## config.mk

```make
export PLATFORM = sky130hd
export DESIGN_NAME = cd_clk_meter
export DESIGN_NICKNAME = d
export VERILOG_FILES = /design/src/rtl/cd_clk_meter.sv
export SDC_FILE = /design/constraint.sdc
export NUM_CORES = 1
export LEC_CHECK = 0
export ABC_AREA = 1
export BUFFER_PORTS_ARGS = -buffer_cell sky130_fd_sc_hd__buf_4
export CAP_MARGIN = 20
export CORE_UTILIZATION = 40
export DETAILED_ROUTE_END_ITERATION = 7
export SETUP_SLACK_MARGIN = 0.3
export SYNTH_ARGS = -nofsm -noshare
export SYNTH_HDL_FRONTEND = slang
export SYNTH_SLANG_ARGS = --single-unit
```

## constraint.sdc

```tcl
create_clock -name clk -period 7.1 [get_ports clk]
set_input_delay 1.065 -clock clk [delete_from_list [all_inputs] [get_ports clk]]
set_output_delay 1.065 -clock clk [all_outputs]
set_load 0.005 [all_outputs]
```

## src/rtl/cd_clk_meter.sv

```systemverilog
// cd_clk_meter - measures the half-period of a divided clock (clkin) in clk
// cycles, i.e. recovers the divider limit that produced it.
//
// Ports:
//   clk         system clock, all logic on posedge
//   rst         asynchronous reset, active-high
//   clkin       divided clock under measurement (may be asynchronous to clk)
//   half_period last measured half-period in clk cycles
//   meas_valid  one-cycle pulse, half_period updated this cycle
//   locked      LOCK_COUNT consecutive equal measurements seen
//   timeout     no clkin edge for TIMEOUT_CYCLES cycles, sticky until next edge
//
// Build option:
//   CD_METER_TOLERANCE_EN  when defined, measurements within +/-1 of the previous
//                          half_period count as equal for the lock decision.

module cd_clk_meter #(
   parameter int unsigned WIDTH          = 32,
   parameter int unsigned SYNC_STAGES    = 2,
   parameter int unsigned LOCK_COUNT     = 4,
   parameter int unsigned TIMEOUT_CYCLES = 1000000
) (
   input  logic             clk,
   input  logic             rst,
   input  logic             clkin,
   output logic [WIDTH-1:0] half_period,
   output logic             meas_valid,
   output logic             locked,
   output logic             timeout
);

   localparam logic [WIDTH-1:0] TMO       = WIDTH'(TIMEOUT_CYCLES);
   localparam logic [3:0]       MATCH_MAX = 4'(LOCK_COUNT - 1);

   typedef enum logic {
      WAIT_EDGE,
      MEASURE
   } state_t;

   state_t                 state;
   logic [SYNC_STAGES-1:0] sync;
   logic                   prev;
   logic                   edge_det;
   logic [WIDTH-1:0]       count;
   logic [WIDTH-1:0]       count_inc;
   logic [3:0]             match_cnt;
   logic                   first_meas;
   logic                   same;

   // Saturating increment keeps count from ever wrapping.
   always_comb begin
      count_inc = (count >= TMO) ? TMO : count + WIDTH'(1);
   end

   always_comb begin
`ifdef CD_METER_TOLERANCE_EN
      if (count >= half_period)
         same = ((count - half_period) <= WIDTH'(1));
      else
         same = ((half_period - count) <= WIDTH'(1));
`else
      same = (count == half_period);
`endif
   end

   always_ff @(posedge clk or posedge rst) begin
      if (rst) begin
         sync        <= '0;
         prev        <= 1'b0;
         edge_det    <= 1'b0;
         count       <= '0;
         match_cnt   <= '0;
         first_meas  <= 1'b1;
         half_period <= '0;
         meas_valid  <= 1'b0;
         locked      <= 1'b0;
         timeout     <= 1'b0;
         state       <= WAIT_EDGE;
      end else begin
         sync       <= {sync[SYNC_STAGES-2:0], clkin};
         prev       <= sync[SYNC_STAGES-1];
         // Registered edge flag: either polarity of the synchronised level.
         edge_det   <= sync[SYNC_STAGES-1] ^ prev;
         meas_valid <= 1'b0;
         count      <= edge_det ? WIDTH'(1) : count_inc;

         case (state)
            WAIT_EDGE: begin
               if (edge_det) begin
                  timeout    <= 1'b0;
                  match_cnt  <= '0;
                  first_meas <= 1'b1;
                  state      <= MEASURE;
               end
            end

            MEASURE: begin
               if (edge_det) begin
                  // An edge wins over a timeout landing on the same cycle.
                  half_period <= count;
                  meas_valid  <= 1'b1;
                  first_meas  <= 1'b0;
                  if (!first_meas && same) begin
                     if (match_cnt < MATCH_MAX)
                        match_cnt <= match_cnt + 4'd1;
                     if ((match_cnt + 4'd1) >= MATCH_MAX)
                        locked <= 1'b1;
                  end else begin
                     match_cnt <= '0;
                     locked    <= 1'b0;
                  end
               end else if (count_inc == TMO) begin
                  timeout   <= 1'b1;
                  locked    <= 1'b0;
                  match_cnt <= '0;
                  state     <= WAIT_EDGE;
               end
            end

            default: state <= WAIT_EDGE;
         endcase
      end
   end

endmodule

```

==> results.rst <==
.. list-table::
   :header-rows: 1

   * - Metric
     - Value
   * - Routability congestion estimate
     - about 0.85
   * - Post-CTS Repair Setup Buffers
     - 0
   * - Seq. cell area
     - 1930 um2
   * - Timing-limited maximum frequency
     - about 0.42 GHz
   * - Cell leakage power
     - about 2.5 nW
   * - Setup CP Type
     - flip-flop to flip-flop
   * - Drt pass-1 iters
     - 4
   * - Crit Reg-Reg Endpoint
     - match_cnt[1]
   * - Setup slack of the most critical reg-to-reg path
     - 4.71 ns
   * - Worst R2R Path Depth
     - 8
   * - Antenna cells
     - 0
   * - Max_cap viols
     - 0
   * - Initial Utilization
     - around two fifths
   * - Clock Power Share
     - between 30% and 40%
   * - Sw Ratio
     - between 30% and 40%
   * - Total I/O pin count
     - 38
   * - Share of the clock period used by the worst path after layout
     - about a third
   * - Worst slack, placed
     - between 4 and 5 ns
   * - H-tree level count
     - 3
   * - Number of enable-type register cells in the synthesized netlist
     - 0
   * - Cell internal power dissipation
     - about 700 uW
   * - Total of flip-flops plus latches after synthesis
     - 77
   * - Part of the total power dissipated in sequential elements
     - between 50% and 60%
   * - Portion of total power attributed to combinational logic
     - a little under a fifth
   * - Area growth from synthesis to final layout
     - 14.6%
   * - Count of final setup violators
     - 0
   * - Fin crit period
     - 2.39 ns
   * - Worst vdd rail ir drop
     - about 0.096 mV
   * - Worst hold stages
     - 0
   * - Clock transition at path regs
     - about 0.090 ns
   * - Residual DRC count
     - 0
   * - Worst hold margin
     - 0.358 ns
   * - Area share of the largest cell type after synthesis
     - approximately 45%
   * - Arrival time at the worst endpoint
     - 2.68 ns
   * - Proportion of synthesized chip area in sequential cells
     - approximately 45%
   * - GRT overflow
     - 0
   * - Ys Warns
     - 0
   * - Type of the worst min-delay path
     - flip-flop to flip-flop
   * - Total power divided by cell area
     - roughly 210 nW/um2
   * - Async set or reset register ratio after synthesis
     - 100%
   * - Final-layout fill cell count
     - between 1000 and 1500
   * - Clock Latency Late Sink
     - between 0.3 and 0.4 ns
   * - Pin count of the biggest net entering global routing
     - between 70 and 80
   * - Core area
     - 10300 um2
   * - Kind of capture point of the worst setup path
     - flip-flop
   * - Number of gates resized after cts
     - 0
   * - Total area of multi-input combinational cells
     - about 2100 um2
   * - Cell at the root of the clock tree
     - sky130_fd_sc_hd__clkbuf_8
   * - First-pass GRT wire length
     - approximately 17 mm
   * - Estimated wirelength of the detail-placed design
     - roughly 8.0 mm
   * - Final WL
     - 10.5 mm
   * - TritonCTS clock tree
     - done
   * - Average vias per placed instance
     - approximately 5
   * - Most common cell after layout, fill and taps aside
     - sky130_fd_sc_hd__nand2_1
   * - Most used cells in the layout excluding fill and tap cells
     - sky130_fd_sc_hd__nand2_1, sky130_fd_sc_hd__dfrtp_1, sky130_fd_sc_hd__inv_1
   * - Number of standard cells after synthesis
     - between 500 and 600
   * - Number of distinct library cell variants in the gate-level netlist after synthesis
     - between 40 and 50
   * - IO buf count
     - 37
   * - Height of the die
     - 105 um
   * - Final Slew Violations
     - 0
   * - Startpoint of the most critical register-to-register path
     - edge_det
   * - Hold buffers post-CTS
     - 0
   * - Aggregate negative setup slack
     - 0 ns
   * - Total standard cell area after synthesis
     - roughly 4300 um2
   * - Worst Setup Slack, final
     - 4.71 ns
   * - Die area
     - 11100 um2
   * - Chip width
     - 105 um
   * - Final worst clock skew
     - 0.0109 ns
   * - Total power consumption of the routed design
     - between 1 and 1.5 mW
   * - Fraction of layout instances using a drive strength above 1
     - about a fifth
   * - GRT Total Usage
     - 20.1%
   * - Number of nets with antenna violations after detailed routing
     - 0
   * - Cell types occupying the most area after synthesis
     - sky130_fd_sc_hd__dfrtp_1, sky130_fd_sc_hd__nand2_1, sky130_fd_sc_hd__inv_1
   * - Predominant post-synthesis flop cell
     - sky130_fd_sc_hd__dfrtp_1
   * - Antenna violations before repair
     - 0
   * - Number of hold-slack violations in the final timing report
     - 0
   * - Cell type contributing the most total cell area after synthesis
     - sky130_fd_sc_hd__dfrtp_1
   * - Hold endpoint
     - sync[1]
   * - Via count
     - ~3600
   * - # rows
     - 37
   * - Number of global-route vias before repair
     - around 3300
   * - Wire per inst
     - about 14 um
   * - Iter 0 DRT Violations
     - around 170
   * - RSZ-0062 raised after global routing
     - no
   * - Launching element type of the critical path
     - flip-flop
   * - Post-place instance area
     - 4710 um2
   * - Run status
     - complete, no violations
   * - Worst slew margin
     - 36.3%
   * - Switching pwr
     - roughly 340 uW
   * - NumNets Final
     - about 600
   * - Startpoint of the tightest hold check path
     - sync[0]
   * - Endpoint required time on the critical path
     - ~7.4 ns
   * - Number of buffers created by CTS
     - 9
   * - Worst Tran Pin Value
     - roughly 0.95 ns
   * - Average cell area after synthesis
     - about 7.8 um2
   * - Number of sinks driven by the clock tree
     - 77
   * - Largest buffer count on any clock path
     - 2
   * - Maximum fanout along the worst path
     - 62
   * - Non-Filler Cell Area, Final
     - roughly 5000 um2
-- worst max-delay path, cell delays in order, from the launching register on --
cell                       delay [ns]
sky130_fd_sc_hd__dfrtp_1         0.69
sky130_fd_sc_hd__nand2_2         0.66
sky130_fd_sc_hd__inv_1           0.38
sky130_fd_sc_hd__o21ai_0         0.14
sky130_fd_sc_hd__o21bai_1        0.15
sky130_fd_sc_hd__inv_1           0.11
sky130_fd_sc_hd__nand2_2         0.09
sky130_fd_sc_hd__nand2_1         0.05
sky130_fd_sc_hd__nand2_1         0.06
-- per-stage QoR --
stage / utilization [%] / std cells
after floorplan: - / 556
after global placement: 45.6 / 716
after detailed placement: 45.6 / 716
after CTS: 47.4 / 732
after global routing: 47.4 / 732
final: 47.4 / 732
-- layout make-up --
cell class	count	share of cell area, %
Multi-Input combinational cell	400	42.4
Sequential cell	77	39.4
Timing Repair Buffer	38	5.83
Inverter	65	5.03
Tap cell	136	3.47
Clock buffer	10	2.81
Clock inverter	6	1.10
-- registers in the layout (all words and copies together), names as in the netlist --
name / flops
state: 1
locked: 1
timeout: 1
sync: 2
half_period: 32
meas_valid: 1
prev: 1
edge_det: 1
count: 32
first_meas: 1
match_cnt: 4
-- synth_stat cells (2+ instances only) --
cell                       instances
sky130_fd_sc_hd__a21oi_1           3
sky130_fd_sc_hd__buf_2             3
sky130_fd_sc_hd__clkbuf_1          9
sky130_fd_sc_hd__dfrtp_1          76
sky130_fd_sc_hd__ha_1              4
sky130_fd_sc_hd__inv_1            55
sky130_fd_sc_hd__inv_2             9
sky130_fd_sc_hd__nand2_1         157
sky130_fd_sc_hd__nand2_2           9
sky130_fd_sc_hd__nand2_4           3
sky130_fd_sc_hd__nand3_1          24
sky130_fd_sc_hd__nand3_2           2
sky130_fd_sc_hd__nand3_4           2
sky130_fd_sc_hd__nand4_1          22
sky130_fd_sc_hd__nor2_1           49
sky130_fd_sc_hd__nor2_2            5
sky130_fd_sc_hd__nor2_4            7
sky130_fd_sc_hd__nor3_1            6
sky130_fd_sc_hd__nor3_2            2
sky130_fd_sc_hd__nor4_1            2
sky130_fd_sc_hd__o211ai_1          5
sky130_fd_sc_hd__o21ai_0          33
sky130_fd_sc_hd__o21ai_1           2
sky130_fd_sc_hd__o21ai_2           2
sky130_fd_sc_hd__or2_2            18
sky130_fd_sc_hd__xnor2_1           5
sky130_fd_sc_hd__xor2_1           16
-- layer usage --
metal / vias to the layer above / track usage (%) / part of all wire, %
li1: 1807 / - / -
met1: 1678 / 29.1 / 49
met2: 80 / 31.1 / 45
met3: 11 / 2.66 / 4.4
met4: 0 / 6.54 / 1.4
met5: - / 0 / 0
-- worst max path at each step --
stage / start / endpoint / slack (ns)
2_1_floorplan: rst / count[0] / 4.07
3_3_place_gp: edge_det / match_cnt[1] / 4.81
3_5_place_dp: edge_det / match_cnt[1] / 4.71
4_1_cts: edge_det / match_cnt[1] / 4.66
5_1_grt: edge_det / match_cnt[1] / 4.35
6_report: edge_det / match_cnt[1] / 4.71
-- logic make-up (layout without fill, tap and decap cells) --
| family | after synthesis | in the layout | share of synthesized area [%] |
|---|---|---|---|
| simple gates | 313 | 313 | 35.1 |
| buf+inv | 79 | 119 | 7.32 |
| flops | 77 | 77 | 45.1 |
| compound gates | 50 | 50 | 6.85 |
| xor+xnor | 21 | 21 | 4.30 |
| fa+ha+maj | 4 | 4 | 1.17 |
| other cells | 1 | 12 | 0.0878 |
-- power groups by stage --
stage / Combinational (mW) / Sequential, mW / Clock, mW
2_1_floorplan: 0.121 / 0.520 / 0
3_3_place_gp: 0.194 / 0.533 / 0
3_5_place_dp: 0.195 / 0.534 / 0
4_1_cts: 0.196 / 0.526 / 0.333
5_1_grt: 0.220 / 0.532 / 0.352
6_report: 0.193 / 0.525 / 0.325
Note: power is estimated with default switching activity, not from simulation.
